==> config.mk <==
export PLATFORM = sky130hd
export DESIGN_NAME = seq_counter_fsm
export DESIGN_NICKNAME = d
export VERILOG_FILES = /design/src/rtl/seq_counter_fsm.sv
export SDC_FILE = /design/constraint.sdc
export NUM_CORES = 1
export LEC_CHECK = 0
export BUFFER_PORTS_ARGS = -buffer_cell sky130_fd_sc_hd__buf_2
export CAP_MARGIN = 25
export CORE_AREA = 5 5 42 44
export DETAILED_ROUTE_END_ITERATION = 8
export DIE_AREA = 0 0 47 49
export SLEW_MARGIN = 5
export SYNTH_ARGS = -nofsm -noshare
export SYNTH_HDL_FRONTEND = slang
export SYNTH_SLANG_ARGS = --single-unit
==> constraint.sdc <==
create_clock -name clk -period 2.71 [get_ports clk]
set_input_delay 0.542 -clock clk [delete_from_list [all_inputs] [get_ports clk]]
set_output_delay 0.542 -clock clk [all_outputs]
set_load 0.05 [all_outputs]
==> src/rtl/seq_counter_fsm.sv <==
// -----------------------------------------------------------------------------
// seq_counter_fsm
//
// Moore sequence counter stepped by x. The internal state is always a plain
// binary count; the two Gray modes step that binary count and only change how
// it is presented on out. Four sequences can be selected at run time:
//   mode 00 binary up, 01 binary down, 10 Gray up, 11 Gray down.
// At the terminal value of the current direction the counter either wraps to
// the opposite end (WRAP=1, with a one-cycle wrapped pulse) or holds (WRAP=0).
//
// Parameters:
//   WIDTH   state/output width in bits (>= 2)
//   WRAP    1 = wrap at terminal value, 0 = saturate at terminal value
//
// Ports:
//   clk      rising-edge clock
//   rst      asynchronous active-high reset (clears count, out, wrapped)
//   x        step enable, one step per rising edge while high
//   mode     sequence select (bit 0 = direction, bit 1 = Gray encoding)
//   ld       synchronous load of din, has priority over x
//   din      binary-domain load value
//   out      registered, encoded state
//   tc       combinational terminal-count flag for the current direction
//   wrapped  registered one-cycle pulse following a wrap edge
// -----------------------------------------------------------------------------
module seq_counter_fsm #(
    parameter int WIDTH = 2,
    parameter bit WRAP  = 1'b1
) (
    input  logic             clk,
    input  logic             rst,
    input  logic             x,
    input  logic [1:0]       mode,
    input  logic             ld,
    input  logic [WIDTH-1:0] din,
    output logic [WIDTH-1:0] out,
    output logic             tc,
    output logic             wrapped
);

    // Sequence selectors, fully decoded so every mode value is meaningful.
    localparam logic [1:0] MODE_BIN_UP   = 2'b00;
    localparam logic [1:0] MODE_BIN_DOWN = 2'b01;
    localparam logic [1:0] MODE_GRAY_UP  = 2'b10;
    localparam logic [1:0] MODE_GRAY_DOWN = 2'b11;

    localparam logic [WIDTH-1:0] ALL_ONES = {WIDTH{1'b1}};
    localparam logic [WIDTH-1:0] ZERO     = {WIDTH{1'b0}};
    localparam logic [WIDTH-1:0] ONE      = {{(WIDTH-1){1'b0}}, 1'b1};

    logic [WIDTH-1:0] cnt_reg;
    logic [WIDTH-1:0] cnt_next;
    logic [WIDTH-1:0] gray_next;
    logic [WIDTH-1:0] out_reg;
    logic [WIDTH-1:0] out_next;
    logic             wrapped_reg;
    logic             wrapped_next;
    logic             dir_down;
    logic             gray_sel;
    logic             at_terminal;

    // Mode decode: direction and output encoding.
    always_comb begin
        dir_down = 1'b0;
        gray_sel = 1'b0;
        case (mode)
            MODE_BIN_UP: begin
                dir_down = 1'b0;
                gray_sel = 1'b0;
            end
            MODE_BIN_DOWN: begin
                dir_down = 1'b1;
                gray_sel = 1'b0;
            end
            MODE_GRAY_UP: begin
                dir_down = 1'b0;
                gray_sel = 1'b1;
            end
            MODE_GRAY_DOWN: begin
                dir_down = 1'b1;
                gray_sel = 1'b1;
            end
            default: begin
                dir_down = 1'b0;
                gray_sel = 1'b0;
            end
        endcase
    end

    // Terminal value depends on the direction currently requested, so tc
    // follows mode changes immediately even while the count is idle.
    assign at_terminal = dir_down ? (cnt_reg == ZERO) : (cnt_reg == ALL_ONES);
    assign tc          = at_terminal;

    // Next-count selection: load beats stepping; stepping at the terminal
    // value either wraps to the opposite end or holds.
    always_comb begin
        cnt_next     = cnt_reg;
        wrapped_next = 1'b0;
        if (ld) begin
            cnt_next = din;
        end else if (x) begin
            if (!at_terminal) begin
                cnt_next = dir_down ? (cnt_reg - ONE) : (cnt_reg + ONE);
            end else if (WRAP) begin
                cnt_next     = dir_down ? ALL_ONES : ZERO;
                wrapped_next = 1'b1;
            end
        end
    end

    // Gray encoding of the next count: each bit is the XOR of a bit and its
    // upper neighbour; the MSB passes straight through.
    generate
        for (genvar gi = 0; gi < WIDTH - 1; gi++) begin : g_gray
            assign gray_next[gi] = cnt_next[gi] ^ cnt_next[gi+1];
        end
    endgenerate
    assign gray_next[WIDTH-1] = cnt_next[WIDTH-1];

    // out is encoded from the next count so it is valid in the same cycle
    // the count lands, and a mode change alone re-encodes it at the edge.
    assign out_next = gray_sel ? gray_next : cnt_next;

    always_ff @(posedge clk or posedge rst) begin
        if (rst) begin
            cnt_reg     <= ZERO;
            out_reg     <= ZERO;
            wrapped_reg <= 1'b0;
        end else begin
            cnt_reg     <= cnt_next;
            out_reg     <= out_next;
            wrapped_reg <= wrapped_next;
        end
    end

    assign out     = out_reg;
    assign wrapped = wrapped_reg;

endmodule

==> summary.md, run 1 <==
| Metric | Value |
|---|---|
| Placed instance count | `50` |
| Synth Area in Compound Gates | `13.4%` |
| Pre-antenna DRT Iters | `4` |
| Gr usage total | `5.23%` |
| Placement Rows | `14` |
| HPWL Detailed | `roughly 410 µm` |
| Port Buffers | `11` |
| P&R area growth vs syn | `38.5%` |
| Hold Vio Cnt, Final | `0` |
| Syn_nets | `32` |
| Worst-skew pair later-pin latency | `~230 ps` |
| Clk pin slew, worst setup/hold paths | `40 ps` |
| Syn Area/Cell | `slightly below 10 µm²` |
| Synth warn | `0` |
| Initial core utilization | `between 10% and 20%` |
| Max-Cap Viols | `0` |
| Post-Syn Instances | `24` |
| Most common cell after layout, fill and taps aside | `buf_2` |
| H-tree depth | `1` |
| Layout Cells excl Fill | `53` |
| Power Density | `slightly below 700 mW/mm²` |
| First-pass GRT wire length | `about 800 µm` |
| Commonest non-fill, non-tap cells in the layout | `buf_2 (11), nand2_1 (4), dfrtp_1 (4), xor2_1 (3), clkbuf_4 (3)` |
| Leak pwr | `between 0.00015 and 0.0002 µW` |
| Final core occ | `between 20% and 30%` |
| Maximum fanout along the worst path | `4` |
| Final cycle utilization of the critical path | `approximately two thirds` |
| Final slew viol count | `0` |
| Post-Synth Simple-Gate Area | `24.1%` |
| Crit path time final | `between 1500 and 2000 ps` |
| Largest net degree at the start of global routing | `9` |
| Worst Tran Pin Value | `between 200 and 250 ps` |
| I/O pin cnt | `12` |
| Combinational family with the most area after synthesis | `simple AND/OR/NAND/NOR gates` |
| CTS Buf Count | `3` |
| Slew headroom | `~85%` |
| Core area | `between 0.001 and 0.0015 mm²` |
| Residual DRC | `0` |
| Mapped cell area | `234 µm²` |
| Antenna cells | `0` |
| Hold-fix buffers, CTS | `0` |
| Via count | `approximately 220` |
| Via-per-instance ratio | `4.23` |
| # setup viols final | `0` |
| Fin area | `roughly 320 µm²` |
| Average wire per standard cell | `~9.4 µm` |
| Crit Path Category | `flop to primary output` |
| Crit path arrival time | `~1300 ps` |
| Root Driver | `clkbuf_4` |
| RSZ-0062 raised after global routing | `no` |
| Synth Area in XOR/XNOR | `15.0%` |
| Fmax | `551 MHz` |
| Critical path endpoint category | `primary output` |
| Nets@finish | `between 40 and 50` |
| Dominant cell type by area after synthesis | `dfrtp_1` |
| Post_cts resized | `0` |
| Setup_tns | `0 ps` |
| Share of post-route cells with drive strength above 1 | `between 30 and 40%` |
| Die width | `around 47 µm` |
| Clock Skew | `between 1 and 1.5 ps` |
| GR Overflow Total | `0` |
| Sequential fraction of the synthesis area | `42.8%` |
| Initial antenna violation count | `0` |
| IR drop worst, VDD | `0.111 mV` |
| Run status | `finished, final reports clean` |
| CTS tree | `built` |
| Number of global-route vias before repair | `between 200 and 250` |
| Final wirelength | `499 µm` |
| Synth top area cells | `dfrtp_1 (43%), xor2_1 (11%), nor4bb_1 (8.6%)` |
| GP Congestion | `around 0.65` |
| Die height | `approximately 49 µm` |
| Routed Antenna Nets | `0` |
| Area share of the largest cell type after synthesis | `42.8%` |
| Number of synthesized register bits | `4` |
| Mux cell area share after synthesis | `0%` |
| Die Area | `about 0.0023 mm²` |
| Placed Area | `between 300 and 400 µm²` |
| Max reg flops | `2` |
| WP data required | `roughly 2200 ps` |
| Distinct cells, synth | `13` |
| Crit start category | `flop` |
| Hold crit path type | `primary input to async pin` |
| Post-Synth Adder-Cell Area | `0%` |
| DR iter-0 viols | `5` |
| Max Root-Sink Buffers | `2` |
| Postcts setup bufs | `0` |
| TritonCTS Sinks | `4` |
synthesized netlist by cell type:
library cell and n:
a221o_1 1, and3b_1 1, buf_4 1, dfrtp_1 4
inv_1 1, nand2_1 4, nand2b_1 2, nor4bb_1 2
o21ai_0 2, o21ai_1 1, o22ai_1 1, xnor2_1 1
xor2_1 3
power by group:
group / internal [µW] / switching (µW) / total [µW]
registers: 68.5 / 7.73 / 76.2
clock network: 49.4 / 22.9 / 72.3
logic: 23.3 / 51.1 / 74.4
routing by layer:
layer  vias up  wire [µm]  track usage, %
met2        11        247            6.79
met4         0         19            9.68
met5         -          0               0
li1        110          -               -
met1       101        185            4.90
met3         2         46           0.369
metrics by stage:
step | worst slack (ps) | power (µW) | hold slack (ps)
detailed placement | 992 | 152 | 426
global placement | 999 | 151 | 423
global route | 840 | 236 | 185
finish | 895 | 223 | 178
floorplan | 796 | 134 | 308
CTS | 876 | 229 | 176
worst paths after layout:
path / from / to / slack [ps] / cells past startpoint
min in group clk: din[1] / cnt_reg[1]$_DFF_PP0_ / 550 / 3
worst min register to register: cnt_reg[0]$_DFF_PP0_ / cnt_reg[0]$_DFF_PP0_ / 670 / 2
worst min-delay path: rst / wrapped$_DFF_PP0_ / 180 / 2
worst max-delay path: cnt_reg[0]$_DFF_PP0_ / tc / 890 / 3
worst max register to register: cnt_reg[0]$_DFF_PP0_ / out[0]$_DFF_PP0_ / 1420 / 4
max in group asynchronous: rst / cnt_reg[0]$_DFF_PP0_ / 2390 / 2
layout make-up:
type | instances | area [µm²]
clock buffers | 3 | 22.5
fillers | 171 | 1080
inverters | 1 | 3.75
multi-input cells | 18 | 123
flip-flops and latches | 4 | 100
well taps | 16 | 20.0
repair buffers | 11 | 55.1
critical path, stage by stage, from the launching register on:
cell	delay [ps]
dfrtp_1	410
nand2b_1	160
o22ai_1	170
buf_2	290
kinds of logic after synthesis:
| group | Yosys count |
|---|---|
| buffers and inverters | 2 |
| XOR/XNOR | 4 |
| flip-flops | 4 |
| AO/OA/AOI/OAI | 5 |
| AND/OR/NAND/NOR | 9 |
(Power assumes the default switching activity.)
==> inputs of run 2 (changes only) <==
- clock period: 2.71 -> 1.75 ns (I/O delays scaled with it)
==> summary.md, run 2 (synthesized netlist as in run 1, its figures left out) <==
| Metric | Value |
|---|---|
| Critical path endpoint category | `primary output` |
| Die Area | `0.00230 mm² (unchanged)` |
| Port Buffers | `11 (unchanged)` |
| Nets@finish | `48 (+2.1%)` |
| Setup_tns | `0 ps (unchanged)` |
| Routed Antenna Nets | `0 (unchanged)` |
| Gr usage total | `5.87% (+0.63 points)` |
| Clock Skew | `1.96 ps (+0.522 ps)` |
| RSZ-0062 raised after global routing | `no` |
| Power Density | `1040 mW/mm² (+51%)` |
| I/O pin cnt | `12 (unchanged)` |
| Die height | `49 µm (unchanged)` |
| Hold Vio Cnt, Final | `0 (unchanged)` |
| Leak pwr | `0.000170 µW (+2.5%)` |
| Postcts setup bufs | `0 (unchanged)` |
| Root Driver | `clkbuf_4` |
| Pre-antenna DRT Iters | `2 (-2)` |
| Register area | `100 µm² (unchanged)` |
| Placement Rows | `14 (unchanged)` |
| Max reg flops | `2 (unchanged)` |
| Most common cell after layout, fill and taps aside | `buf_2` |
| Total power | `346 µW (+55%)` |
| Met3 Use GR | `1.48% (+1.1 points)` |
| Crit start category | `flop` |
| Crit path time final | `between 1500 and 2000 ps` |
| Commonest non-fill, non-tap cells in the layout | `buf_2 (11), nand2_1 (4), dfrtp_1 (4), xor2_1 (3), clkbuf_4 (3)` |
| # setup viols final | `0 (unchanged)` |
| GP Congestion | `0.606 (-6.2%)` |
| Maximum fanout along the worst path | `4 (unchanged)` |
| Run status | `finished, final reports clean` |
| CTS Buf Count | `3 (unchanged)` |
| Layout Cells excl Fill | `54 (+1.9%)` |
| GRT busiest layer | `met4` |
| Fmax | `around 620 MHz` |
| CTS tree | `built` |
| Max Root-Sink Buffers | `2 (unchanged)` |
| Hold crit path type | `primary input to flop` |
| Residual DRC | `0 (unchanged)` |
| R2r setup slk | `470 ps (-950 ps)` |
| Final cycle utilization of the critical path | `91.9%` |
| DR iter-0 viols | `1 (-4)` |
| Worst-skew pair later-pin latency | `230 ps (about the same)` |
| Post_cts resized | `0 (unchanged)` |
| Average wire per standard cell | `9.48 µm (+0.71%)` |
| M2 GR Usage | `6.56% (-0.23 points)` |
| H-tree depth | `1 (unchanged)` |
| Antenna cells | `0 (unchanged)` |
| Via-per-instance ratio | `3.96 (-6.2%)` |
| Core area | `0.00140 mm² (unchanged)` |
| Largest net degree at the start of global routing | `9 (unchanged)` |
| Fillers | `164 (-4.1%)` |
| GR Layer Usage met1 | `6.44% (+1.5 points)` |
| GR Overflow Total | `0 (unchanged)` |
| Crit Path Category | `flop to primary output` |
| Area of the multi-input gates | `123 µm² (unchanged)` |
| Initial core utilization | `16.7% (unchanged)` |
| Worst Tran Pin Value | `227 ps (+0.490 ps)` |
| WP data required | `1400 ps (-770 ps)` |
| Final slew viol count | `0 (unchanged)` |
| Die width | `47 µm (unchanged)` |
| Max-Cap Viols | `0 (unchanged)` |
| TritonCTS Sinks | `4 (unchanged)` |
| Crit path arrival time | `1260 ps (about the same)` |
| Slew headroom | `84.7% (about the same)` |
| Final wirelength | `512 µm (+2.6%)` |
| Placed instance count | `50 (unchanged)` |
| P&R area growth vs syn | `42.8%` |
| IR drop worst, VDD | `0.257 mV (+130%)` |
| Final core occ | `23.8% (+0.71 points)` |
| Number of global-route vias before repair | `213 (-5.8%)` |
| Share of post-route cells with drive strength above 1 | `36.8% (-1.0 points)` |
| Clk pin slew, worst setup/hold paths | `40 ps (about the same)` |
| Worst setup margin | `143 ps (-752 ps)` |
| Via count | `214 (-4.5%)` |
| Initial antenna violation count | `0 (unchanged)` |
| DP Worst Slack | `383 ps (-609 ps)` |
| First-pass GRT wire length | `862 µm (+8.7%)` |
==> run 2: changes by cell type in the layout (fill, tap and decap cells not counted) <==
| cell | before | now |
|---|---|---|
| dlygate4sd3_1 | 0 | 1 |
==> run 2: through the flow <==
step | area, µm² | hold slack [ps]
detailed placement | 302 | 234
global route | 334 | 362
global placement | 302 | 239
finish | 334 | 356
CTS | 334 | 354
floorplan | 234 | 116
==> run 2: per-layer routing <==
layer	vias to the layer above	part of all wire [%]
met4	0	5.3
met5	-	0
met1	90	41
li1	113	-
met3	2	7.8
met2	9	45
==> run 2: report_power, final <==
group	internal (µW)	leakage [µW]	switching (µW)
clock network	76.5	0.0000138	34.9
logic	37.5	0.000106	78.4
registers	106	0.0000496	12.7
==> run 2: what timing repair did <==
action                                  4_1_cts  5_1_grt
endpoints found under the hold margin         4        0
hold buffers                                  1        0
endpoints found under the setup margin        0        0
==> run 2: cell type report <==
type / instances / share of cell area (%)
clock buffer: 3 / 6.74
tap: 16 / 5.99
inverter: 1 / 1.12
timing repair buffer: 12 / 19.5
sequential: 4 / 30.0
multi-input combinational: 18 / 36.7
==> run 2: path summary, 6_finish.rpt <==
kind,from,to,cells after the start
max reg2reg,cnt_reg[0]$_DFF_PP0_,out[0]$_DFF_PP0_,4
max,cnt_reg[0]$_DFF_PP0_,tc,3
min reg2reg,cnt_reg[0]$_DFF_PP0_,cnt_reg[0]$_DFF_PP0_,2
max in group asynchronous,rst,out[0]$_DFF_PP0_,3
min in group asynchronous,rst,cnt_reg[0]$_DFF_PP0_,3
min,din[1],cnt_reg[1]$_DFF_PP0_,3
==> run 2: worst max-delay path, stage by stage, from the launching register on <==
cell	delay, ps
dfrtp_1	410
nand2b_1	160
o22ai_1	170
buf_2	290
